===== src/rtl/pc_sequencer.sv =====
// Program-counter sequencer with CALL/RET via the shared stack, req/ack timeout and fault halt.
// Optional macro PC_WRAP_EN: pc wraps from INST_CAP-1 to 0 instead of saturating.
module pc_sequencer #(
  parameter int INST_CAP    = 20,
  parameter int PC_W        = 5,
  parameter int DATA_LEN    = 8,
  parameter int ACK_TIMEOUT = 15
) (
  input  logic                clk,
  input  logic                rstn,
  input  logic                en,
  input  logic [3:0]          opcode,
  input  logic                z_flag,
  input  logic                s_flag,
  input  logic                stk_empty,
  input  logic                stk_ack,
  input  logic [DATA_LEN-1:0] stk_data_out,
  output logic                stk_pop,
  output logic                stk_push,
  output logic [DATA_LEN-1:0] stk_data_in,
  output logic [PC_W-1:0]     pc,
  output logic                fin_sig,
  output logic                halt,
  output logic                fault
);

  localparam int CNT_W = $clog2(ACK_TIMEOUT + 1);
  localparam logic [PC_W-1:0]   PC_LAST   = PC_W'(INST_CAP - 1);
  localparam logic [CNT_W-1:0]  CNT_LIMIT = CNT_W'(ACK_TIMEOUT);
  localparam logic [DATA_LEN:0] TGT_LIMIT = (DATA_LEN + 1)'(INST_CAP);

  localparam logic [3:0] OP_JMP  = 4'b0011;
  localparam logic [3:0] OP_JZ   = 4'b0100;
  localparam logic [3:0] OP_JS   = 4'b0101;
  localparam logic [3:0] OP_CALL = 4'b0110;
  localparam logic [3:0] OP_RET  = 4'b0111;
  localparam logic [3:0] OP_EXIT = 4'b1111;

  typedef enum logic [2:0] {
    S_IDLE, S_NEXT, S_POP, S_PUSH, S_UPDATE, S_HALT
  } state_t;

  state_t              r_state, w_state_nx;
  logic [PC_W-1:0]     r_pc, w_pc_nx;
  logic                r_pop, w_pop_nx;
  logic                r_push, w_push_nx;
  logic [DATA_LEN-1:0] r_data_in, w_data_in_nx;
  logic                r_fin, w_fin_nx;
  logic                r_halt, w_halt_nx;
  logic                r_fault, w_fault_nx;
  logic [CNT_W-1:0]    r_cnt, w_cnt_nx;
  logic [DATA_LEN-1:0] r_target, w_target_nx;
  logic                r_call, w_call_nx;

  logic                w_taken;
  logic [PC_W-1:0]     w_pc_succ;
  logic [CNT_W-1:0]    w_cnt_inc;
  logic                w_tgt_ok;

`ifdef PC_WRAP_EN
  assign w_pc_succ = (r_pc < PC_LAST) ? r_pc + PC_W'(1) : '0;
`else
  assign w_pc_succ = (r_pc < PC_LAST) ? r_pc + PC_W'(1) : r_pc;
`endif

  assign w_cnt_inc = r_cnt + CNT_W'(1);
  assign w_tgt_ok  = ({1'b0, r_target} < TGT_LIMIT);

  always_comb begin
    w_taken = 1'b0;
    case (opcode)
      OP_JMP, OP_CALL, OP_RET: w_taken = 1'b1;
      OP_JZ:                   w_taken = z_flag;
      OP_JS:                   w_taken = s_flag;
      default:                 w_taken = 1'b0;
    endcase
  end

  always_comb begin
    w_state_nx   = r_state;
    w_pc_nx      = r_pc;
    w_pop_nx     = r_pop;
    w_push_nx    = r_push;
    w_data_in_nx = r_data_in;
    w_fin_nx     = 1'b0;
    w_halt_nx    = r_halt;
    w_fault_nx   = r_fault;
    w_cnt_nx     = r_cnt;
    w_target_nx  = r_target;
    w_call_nx    = r_call;
    case (r_state)
      S_IDLE: begin
        if (en) begin
          w_call_nx = (opcode == OP_CALL);
          if (opcode == OP_EXIT) begin
            w_state_nx = S_HALT;
            w_halt_nx  = 1'b1;
          end else if (w_taken && stk_empty) begin
            w_state_nx = S_HALT;
            w_halt_nx  = 1'b1;
            w_fault_nx = 1'b1;
          end else if (w_taken) begin
            w_state_nx = S_POP;
            w_pop_nx   = 1'b1;
            w_cnt_nx   = '0;
          end else begin
            w_state_nx = S_NEXT;
          end
        end
      end
      S_NEXT: begin
        w_pc_nx    = w_pc_succ;
        w_fin_nx   = 1'b1;
        w_state_nx = S_IDLE;
      end
      S_POP: begin
        if (stk_ack) begin
          w_pop_nx    = 1'b0;
          w_target_nx = stk_data_out;
          if (r_call) begin
            // return address is the successor of the CALL's own pc
            w_state_nx   = S_PUSH;
            w_push_nx    = 1'b1;
            w_data_in_nx = DATA_LEN'(w_pc_succ);
            w_cnt_nx     = '0;
          end else begin
            w_state_nx = S_UPDATE;
          end
        end else begin
          w_cnt_nx = w_cnt_inc;
          if (w_cnt_inc == CNT_LIMIT) begin
            w_pop_nx   = 1'b0;
            w_state_nx = S_HALT;
            w_halt_nx  = 1'b1;
            w_fault_nx = 1'b1;
          end
        end
      end
      S_PUSH: begin
        if (stk_ack) begin
          w_push_nx  = 1'b0;
          w_state_nx = S_UPDATE;
        end else begin
          w_cnt_nx = w_cnt_inc;
          if (w_cnt_inc == CNT_LIMIT) begin
            w_push_nx  = 1'b0;
            w_state_nx = S_HALT;
            w_halt_nx  = 1'b1;
            w_fault_nx = 1'b1;
          end
        end
      end
      S_UPDATE: begin
        if (w_tgt_ok) begin
          w_pc_nx    = r_target[PC_W-1:0];
          w_fin_nx   = 1'b1;
          w_state_nx = S_IDLE;
        end else begin
          w_state_nx = S_HALT;
          w_halt_nx  = 1'b1;
          w_fault_nx = 1'b1;
        end
      end
      S_HALT: begin
        w_state_nx = S_HALT;
      end
      default: begin
        w_state_nx = S_HALT;
        w_halt_nx  = 1'b1;
        w_fault_nx = 1'b1;
      end
    endcase
  end

  always_ff @(posedge clk or negedge rstn) begin
    if (!rstn) begin
      r_state   <= S_IDLE;
      r_pc      <= '0;
      r_pop     <= 1'b0;
      r_push    <= 1'b0;
      r_data_in <= '0;
      r_fin     <= 1'b0;
      r_halt    <= 1'b0;
      r_fault   <= 1'b0;
      r_cnt     <= '0;
      r_target  <= '0;
      r_call    <= 1'b0;
    end else begin
      r_state   <= w_state_nx;
      r_pc      <= w_pc_nx;
      r_pop     <= w_pop_nx;
      r_push    <= w_push_nx;
      r_data_in <= w_data_in_nx;
      r_fin     <= w_fin_nx;
      r_halt    <= w_halt_nx;
      r_fault   <= w_fault_nx;
      r_cnt     <= w_cnt_nx;
      r_target  <= w_target_nx;
      r_call    <= w_call_nx;
    end
  end

  assign stk_pop     = r_pop;
  assign stk_push    = r_push;
  assign stk_data_in = r_data_in;
  assign pc          = r_pc;
  assign fin_sig     = r_fin;
  assign halt        = r_halt;
  assign fault       = r_fault;

endmodule


===== config.mk =====
export PLATFORM = sky130hd
export DESIGN_NAME = pc_sequencer
export DESIGN_NICKNAME = d
export VERILOG_FILES = /design/src/rtl/pc_sequencer.sv
export SDC_FILE = /design/constraint.sdc
export NUM_CORES = 1
export LEC_CHECK = 0
export ABC_AREA = 1
export BUFFER_PORTS_ARGS = -buffer_cell sky130_fd_sc_hd__buf_2
export CAP_MARGIN = 15
export CORE_MARGIN = 3
export CORE_UTILIZATION = 54
export DETAILED_ROUTE_END_ITERATION = 12
export PLACE_DENSITY = 0.84
export RECOVER_POWER = 50
export SLEW_MARGIN = 30
export SYNTH_ARGS = -nofsm -noshare
export SYNTH_HDL_FRONTEND = slang
export SYNTH_SLANG_ARGS = --single-unit

===== constraint.sdc =====
create_clock -name clk -period 1.8 [get_ports clk]
set_clock_uncertainty 0.05 [all_clocks]
set_input_delay 0.09 -clock clk [delete_from_list [all_inputs] [get_ports clk]]
set_output_delay 0.09 -clock clk [all_outputs]
set_load 0.01 [all_outputs]

==> results of run 1 <==
[flip-flops by register name (all words and copies together) (netlist names)]
register     count
stk_pop          1
halt             1
r_cnt            4
fault            1
r_target         8
fin_sig          1
stk_data_in      5
stk_push         1
r_call           1
r_state          3
pc               5
[layout by cell type (no fill, tap or decap), drive strengths merged]
cell | synthesis | final
clkinv | 0 | 1
dfrtp | 31 | 31
and2 | 1 | 1
o22ai | 1 | 1
or2 | 1 | 1
o21ai | 12 | 12
ha | 3 | 3
nor2 | 21 | 21
nand3 | 20 | 20
nand3b | 1 | 1
nor3 | 3 | 3
o31ai | 1 | 1
clkbuf | 0 | 15
a31oi | 4 | 4
dlygate4sd3 | 0 | 11
buf | 6 | 26
a21oi | 2 | 2
nand4 | 4 | 4
a22oi | 1 | 1
inv | 35 | 35
xor2 | 3 | 3
nand2 | 86 | 86
conb | 1 | 3
o211ai | 1 | 1
[tightest hold or removal path, stage by stage]
cell and delay [ns]:
buf_2 0.11, nand3_1 0.10, o31ai_1 0.07
[final timing paths]
check / from / end / slack (ns) / cells past startpoint
worst max-delay path: r_state[2] / pc[2] / 0.21 / 6
worst min-delay path: opcode[2] / r_call / 0.02 / 3
worst max register to register: r_state[2] / pc[2] / 0.21 / 6
worst min register to register: halt / halt / 0.42 / 2
max in group asynchronous: rstn / fault / 0.92 / 2
min in group asynchronous: rstn / stk_data_in[2] / 0.30 / 2
[per-stage QoR]
step	std cells	hold WS, ns	cell area, um2	utilization, %	worst slack, ns
after global placement	312	0.117	1970	63.4	0.280
final	331	0.0164	2120	68.3	0.212
after global routing	331	0.0195	2120	68.3	0.0260
after CTS	331	0.00912	2130	68.5	0.216
after detailed placement	312	0.116	1970	63.4	0.249
after floorplan	240	-0.256	1790	-	0.455
[layout make-up]
| cell class | instances | area share [%] |
|---|---|---|
| timing repair buffer | 45 | 12.9 |
| sequential | 31 | 36.6 |
| tap | 44 | 2.60 |
| multi-input combinational | 168 | 39.0 |
| clock inverter | 1 | 0.236 |
| clock buffer | 7 | 2.13 |
| inverter | 35 | 6.44 |
[cell families (layout without fill, tap and decap cells)]
logic type                 after synthesis  in the layout
xor gates and xnor gates                 3              3
DFF                                     31             31
adders and majority gates                3              3
other                                    1              3
and+or+nand+nor                        137            137
AOI/OAI and AO/OA                       22             22
buffers and inverters                   41             88
[routing by layer]
layer / track usage, % / routed length [um]
met5: 0 / 0
met4: 10.5 / 54
met3: 3.74 / 227
met2: 33.1 / 1730
met1: 25.5 / 1540
[report_power, final]
| group | switching [mW] | leakage (nW) | internal (mW) |
|---|---|---|---|
| clock network | 0.236 | 0.0293 | 0.152 |
| registers | 0.190 | 0.390 | 0.930 |
| logic | 0.841 | 0.721 | 0.501 |
| total | 1.27 | 1.14 | 1.58 |
==> impl_metrics.toml, run 1 <==
[synthesis]
ys.flop_type = "dfrtp_1"
synthMuxAreaShare_pct = 0
postSynthAreaPerCell_um2 = 7.49
synth.area.top_cells = "dfrtp_1 44%, nand2_1 18%, inv_1 6.5%, nand3_1 5.1%, nor2_1 3.2%"
syn_inst = 238
ys_types = 33
ys_ff_latch = 31
synth_edf_count = 0
synth_top_area_share_pct = 43.5
synth-compound-area-share_pct = 7.51
synth_most_common_cell = "nand2_1"
synthesis.area_um2 = 1780
yosys_warnings = 0
async_reset_ff_share_pct = 100
synthTopCellsByCount = "85 x nand2_1, 31 x dfrtp_1, 31 x inv_1, 18 x nand3_1, 15 x nor2_1"
yosysTopAreaCell = "dfrtp_1"
ys_seq_area_share_pct = 43.5
yosys.area_share.simple_pct = 34.7
synth_fa_ha_area_share_pct = 2.11
synth_xor_area_share_pct = 1.47
synth_top_family_by_area = "simple AND/OR/NAND/NOR gates"

[final_layout]
multi_input_area_um2 = 827
syn2layout_area_growth_pct = 18.9
fin_nets = 308
antenna_cells = 0
regArea_um2 = 776
fill_cells = 291
final_layout_size_suffix_gt1_share_pct = 17.1

[cts]
cts.sinks = 31
clock_latency_ns = 0.34
cts_buffers = 5
cts_max_level = 2
ctsHoldBuffers = 11
cts_tree = "done"
root_buffer = "clkbuf_4"
postCtsSetupBuffers = 0
cts_buffer_depth = 2
clk_pin_slew_ns = 0.10
cts_resized = 0

[setup_path]
crit_fanout = 11
cp_slowest_cell = "dfrtp_1"
crit_chain = "inv_4 -> nor2_8 -> nand3_2 -> o21ai_2 -> o21ai_0 -> o22ai_1"
crit_path_start_kind = "flop"
crit_buf_inv = 1
crit_arrival_ns = 1.80
cpPeakStageDelay_ns = 0.57
critical_path_class = "reg -> reg"
end_kind = "flop"
crit_required_ns = 2.01
crit_family = "flip-flops"

[drt]
wire_per_inst_um = 10.7
vias = 1613
drc = 0
dr.pass1.iters = 4
totalWireLength_um = 3560
antenna_left = 0
drtIter0Drc = 72
viasPerCell = 4.87

[die]
core_um2 = 3100
fp.dieH_um = 63.4
dieArea_um2 = 4020
die_w_um = 63.4
initial_core_util_pct = 57.4
row_count = 20
ioPinCount = 37

[grt]
grt-ovfl-total = 0
antenna_found_initial = 0
grt_pass1_wl_um = 6320
grt_pass1_vias = 1466
grt_max_degree = 32
grt_usage_pct = 20.3

[placement]
dp_hpwl_um = 2680
portBuffers = 33
gp_congestion = 0.886

[flow_run]
cap_violations = 0

[sta]
worst_slew_pin_slew_ns = 0.743
grt_setup_unrepaired = "no"
period_needed_ns = 1.59
timing.final.crit_share_pct = 88.2
slew_viol_final = 0
clock.fmax_mhz = 630
setup_viol = 0
finalHoldViolCount = 0
tns_ns = 0
relSlewSlack_pct = 50.5

[power_and_ir_drop]
total_power_mw = 2.85
vdd_drop_max_mv = 0.763
power.leakage_nw = 1.14
powerDensity_nw_per_um2 = 1350

[status]
status = "finished clean"

[worst_hold_path]
hp-class = "in -> reg"
Power figures use the tool's default switching activity.
==> run 2, diff against run 1 <==
--- a/config.mk
+++ b/config.mk
@@ -6,6 +6,7 @@
 export NUM_CORES = 1
 export LEC_CHECK = 0
 export ABC_AREA = 1
+export ABC_CLOCK_PERIOD_IN_PS = 1800
 export BUFFER_PORTS_ARGS = -buffer_cell sky130_fd_sc_hd__buf_2
 export CAP_MARGIN = 15
 export CORE_MARGIN = 3
==> constraint.sdc (replaced) <==
create_clock -name clk -period 1.8 [get_ports clk]
set_clock_uncertainty 0.05 [all_clocks]
set_input_delay 0.09 -clock clk [delete_from_list [all_inputs] [get_ports clk]]
set_output_delay 0.09 -clock clk [all_outputs]
set_load 0.1 [all_outputs]
==> impl_metrics.toml, run 2 (same netlist as run 1, synthesis figures left out) <==
[final_layout]
utilization_pct = 68.8
antenna_cells = 0
syn2layout_area_growth_pct = 19.7
multi_input_area_um2 = 827
final_layout_size_suffix_gt1_share_pct = 21.3
regArea_um2 = 782
fill_cells = 279
final_area_um2 = 2130
final_cell_mix = "85 x nand2_1, 31 x inv_1, 26 x dfrtp_1"
top_register = "r_target"
largest_reg_flops = 8
final_common_cell = "nand2_1"
fin_nets = 308

[power_and_ir_drop]
power.leakage_nw = 1.16
powerDensity_nw_per_um2 = 1680
vdd_drop_max_mv = 1.14

[sta]
timing.final.crit_share_pct = 87.6
period_needed_ns = 1.58
finalHoldViolCount = 0
grt_setup_unrepaired = "no"
tns_ns = 0
setup_viol = 0
relSlewSlack_pct = 50.7
clock.fmax_mhz = 634
slew_viol_final = 0
worst_slew_pin_slew_ns = 0.740

[cts]
cts.sinks = 31
cts_max_level = 2
cts_buffers = 5
clk_pin_slew_ns = 0.09
cts_buffer_depth = 2
cts_tree = "done"
root_buffer = "clkbuf_4"
postCtsSetupBuffers = 0
clock_latency_ns = 0.33

[worst_hold_path]
hp-class = "in -> reg"
min_to = "r_call"
min_path_cells = 3
hp-start = "opcode[2]"

[placement]
portBuffers = 33
dp_hpwl_um = 2670
gp_congestion = 0.878
dpl-instance-area_um2 = 1970

[setup_path]
crit_top_cell = "nand2_1"
cp_slowest_cell = "dfrtp_1"
critical_path_class = "reg -> reg"
rrSetupSlack_ns = 0.22
crit_arrival_ns = 1.79
end_kind = "flop"
r2r_start = "r_cnt[0]"
reg2reg_depth = 8
crit_fanout = 5
crit_chain = "ha_1 -> nand2_1 -> nand2_1 -> nor2_1 -> nand2_1 -> o21ai_0 -> nand3b_1 -> nand2_1"
crit_path_start_kind = "flop"
reg2reg_to = "halt"
cpPeakStageDelay_ns = 0.43
crit_required_ns = 2.01

[grt]
grt-ovfl-total = 0
antenna_found_initial = 0
grt_max_degree = 32
grt_pass1_vias = 1514
grt_pass1_wl_um = 6380
grt_usage_pct = 20.1

[flow_run]
cap_violations = 0

[die]
die_w_um = 63.4
core_um2 = 3100
fp.dieH_um = 63.4
row_count = 20
ioPinCount = 37
dieArea_um2 = 4020
initial_core_util_pct = 57.4

[drt]
dr.pass1.iters = 5
vias = 1584
drtIter0Drc = 59
wire_per_inst_um = 10.7
viasPerCell = 4.79
totalWireLength_um = 3530
drc = 0
antenna_left = 0

[status]
status = "finished clean"
[run 2: cell counts in the layout (fill, tap and decap cells not counted)]
No cell type changed its count.
[run 2: worst max-delay path, delay by kind of cell, from the launching register on]
| family | cells | cell delay [ns] |
|---|---|---|
| simple gates | 6 | 0.51 |
| flops | 1 | 0.43 |
| compound gates | 1 | 0.29 |
| fa+ha+maj | 1 | 0.23 |
[run 2: worst max path at each step]
stage / slack, ns / start / endpoint
2_1_floorplan: 0.07 / pc[4] / pc[0]
3_3_place_gp: 0.30 / r_state[2] / pc[2]
3_5_place_dp: 0.18 / r_state[2] / pc[2]
4_1_cts: 0.16 / r_state[2] / pc[2]
5_1_grt: 0.01 / r_cnt[0] / fault
6_report: 0.22 / r_cnt[0] / halt
[run 2: what timing repair did]
item / 4_1_cts / 5_1_grt
resized for setup: 0 / 1
hold buffers: 11 / 0
hold endpoints to repair: 40 / 0
setup endpoints to repair: 0 / 1
[run 2: cell type report]
type / count / share of cell area [%]
clock inverter: 1 / 0.235
multi-input combinational: 168 / 38.8
tap: 44 / 2.58
clock buffer: 7 / 2.11
inverter: 35 / 6.39
sequential: 31 / 36.7
timing repair buffer: 45 / 13.3
[run 2: power breakdown]
part | total, mW | switching (mW) | internal [mW]
clock | 0.374 | 0.223 | 0.152
sequential | 1.14 | 0.195 | 0.941
combinational | 2.08 | 1.57 | 0.508
[run 2: per-stage QoR]
stage	power, mW	hold WS (ns)	cells	worst slack [ns]
5_1_grt	3.90	0.0345	331	0.0145
6_report	3.59	0.0192	331	0.223
2_1_floorplan	2.88	-0.256	240	0.0738
3_5_place_dp	3.21	0.115	312	0.185
3_3_place_gp	3.16	0.113	312	0.296
4_1_cts	3.60	0.0216	331	0.160
[run 2: metal layers]
metal	GRT usage [%]	vias up	wire (um)	part of all wire [%]
met3	4.46	6	196	5.5
met1	24.5	699	1510	43
met4	8.36	0	47	1.3
met5	0	-	0	0
li1	-	839	-	-
met2	34.0	40	1780	50
==> run 3, diff against run 2 <==
--- a/config.mk
+++ b/config.mk
@@ -9,7 +9,7 @@
 export ABC_CLOCK_PERIOD_IN_PS = 1800
 export BUFFER_PORTS_ARGS = -buffer_cell sky130_fd_sc_hd__buf_2
 export CAP_MARGIN = 15
-export CORE_MARGIN = 3
+export CORE_MARGIN = 1.5
 export CORE_UTILIZATION = 54
 export DETAILED_ROUTE_END_ITERATION = 12
 export PLACE_DENSITY = 0.84
==> impl_metrics.toml, run 3 (same netlist as run 1, synthesis figures left out) <==
[drt]
viasPerCell = 4.89
drtIter0Drc = 85
dr.pass1.iters = 4
antenna_left = 0
totalWireLength_um = 3610
vias = 1617
wire_per_inst_um = 10.9
drc = 0

[placement]
gp_congestion = 0.911
portBuffers = 33
dpl-instance-area_um2 = 1970
dp_hpwl_um = 2680

[final_layout]
fill_cells = 275
antenna_cells = 0
final_cell_mix = "85 x nand2_1, 31 x inv_1, 27 x dfrtp_1"
final_area_um2 = 2130
final_common_cell = "nand2_1"
utilization_pct = 68.7
multi_input_area_um2 = 827
final_layout_size_suffix_gt1_share_pct = 20.6
syn2layout_area_growth_pct = 19.6
largest_reg_flops = 8
regArea_um2 = 781
fin_nets = 308
top_register = "r_target"

[die]
row_count = 20
initial_core_util_pct = 57.4
ioPinCount = 37
die_w_um = 60.4
core_um2 = 3100
dieArea_um2 = 3650
fp.dieH_um = 60.4

[setup_path]
crit_fanout = 11
critical_path_class = "reg -> reg"
crit_arrival_ns = 1.84
crit_required_ns = 2.02
rrSetupSlack_ns = 0.18
end_kind = "flop"
crit_path_start_kind = "flop"

[grt]
grt_pass1_vias = 1450
met3_usage_pct = 4.48
antenna_found_initial = 0
grtUsageMet2_pct = 37.6
gr-max-usage-layer = "met2"
grt_max_degree = 32
grt_pass1_wl_um = 5920
grt_usage_pct = 22.0
grt-ovfl-total = 0
grt_use_met1_pct = 27.1

[sta]
clock.fmax_mhz = 616
timing.final.crit_share_pct = 90.2
grt_setup_unrepaired = "no"
slew_viol_final = 0
period_needed_ns = 1.62
tns_ns = 0
timing.hold.ws_ns = 0.0192
finalHoldViolCount = 0
worst_slew_pin_slew_ns = 0.743
setup_viol = 0
relSlewSlack_pct = 50.5

[cts]
cts_tree = "done"
root_buffer = "clkbuf_4"
cts.sinks = 31
cts_buffers = 5
clk_pin_slew_ns = 0.10
ctsHoldBuffers = 11
cts_buffer_depth = 2
postCtsSetupBuffers = 0
cts_max_level = 2
clock_latency_ns = 0.34
cts_resized = 0

[power_and_ir_drop]
power.leakage_nw = 1.15
powerDensity_nw_per_um2 = 1690
vdd_drop_max_mv = 1.24
total_power_mw = 3.60

[status]
status = "finished clean"

[flow_run]
cap_violations = 0

[worst_hold_path]
hp-class = "in -> reg"
run 3: path summary, 6_finish.rpt:
check,to,start,depth (start not counted)
max reg2reg,pc[2],r_state[2],6
min reg2reg,r_target[5],r_target[5],2
max,pc[2],r_state[2],6
max in group asynchronous,pc[2],rstn,2
min in group asynchronous,r_target[1],rstn,2
min,r_call,opcode[2],3
run 3: worst max-delay path, stage by stage (launching register included):
cell	delay (ns)
dfrtp_1	0.58
inv_4	0.10
nor2_8	0.15
nand3_2	0.12
o21ai_2	0.22
o21ai_0	0.19
o22ai_1	0.14
run 3: final cells by class:
cell class	instances	area share, %
Sequential cell	31	36.6
Tap cell	44	2.58
Inverter	35	6.40
Multi-Input combinational cell	168	38.8
Timing Repair Buffer	45	13.3
Clock buffer	8	2.29
run 3: where the power goes:
group | switching, mW | internal, mW
registers | 0.191 | 0.938
logic | 1.57 | 0.509
clock network | 0.235 | 0.155
run 3: routing by layer:
layer | share of wire (%) | wire, um
met5 | 0 | 0
met4 | 1.3 | 48
met3 | 4.1 | 147
met2 | 51 | 1830
met1 | 44 | 1580
run 3: through the flow:
step	worst slack (ns)	cells
3_3_place_gp	0.284	312
4_1_cts	0.181	331
6_report	0.176	331
3_5_place_dp	0.198	312
5_1_grt	0.00133	331
2_1_floorplan	0.0738	240
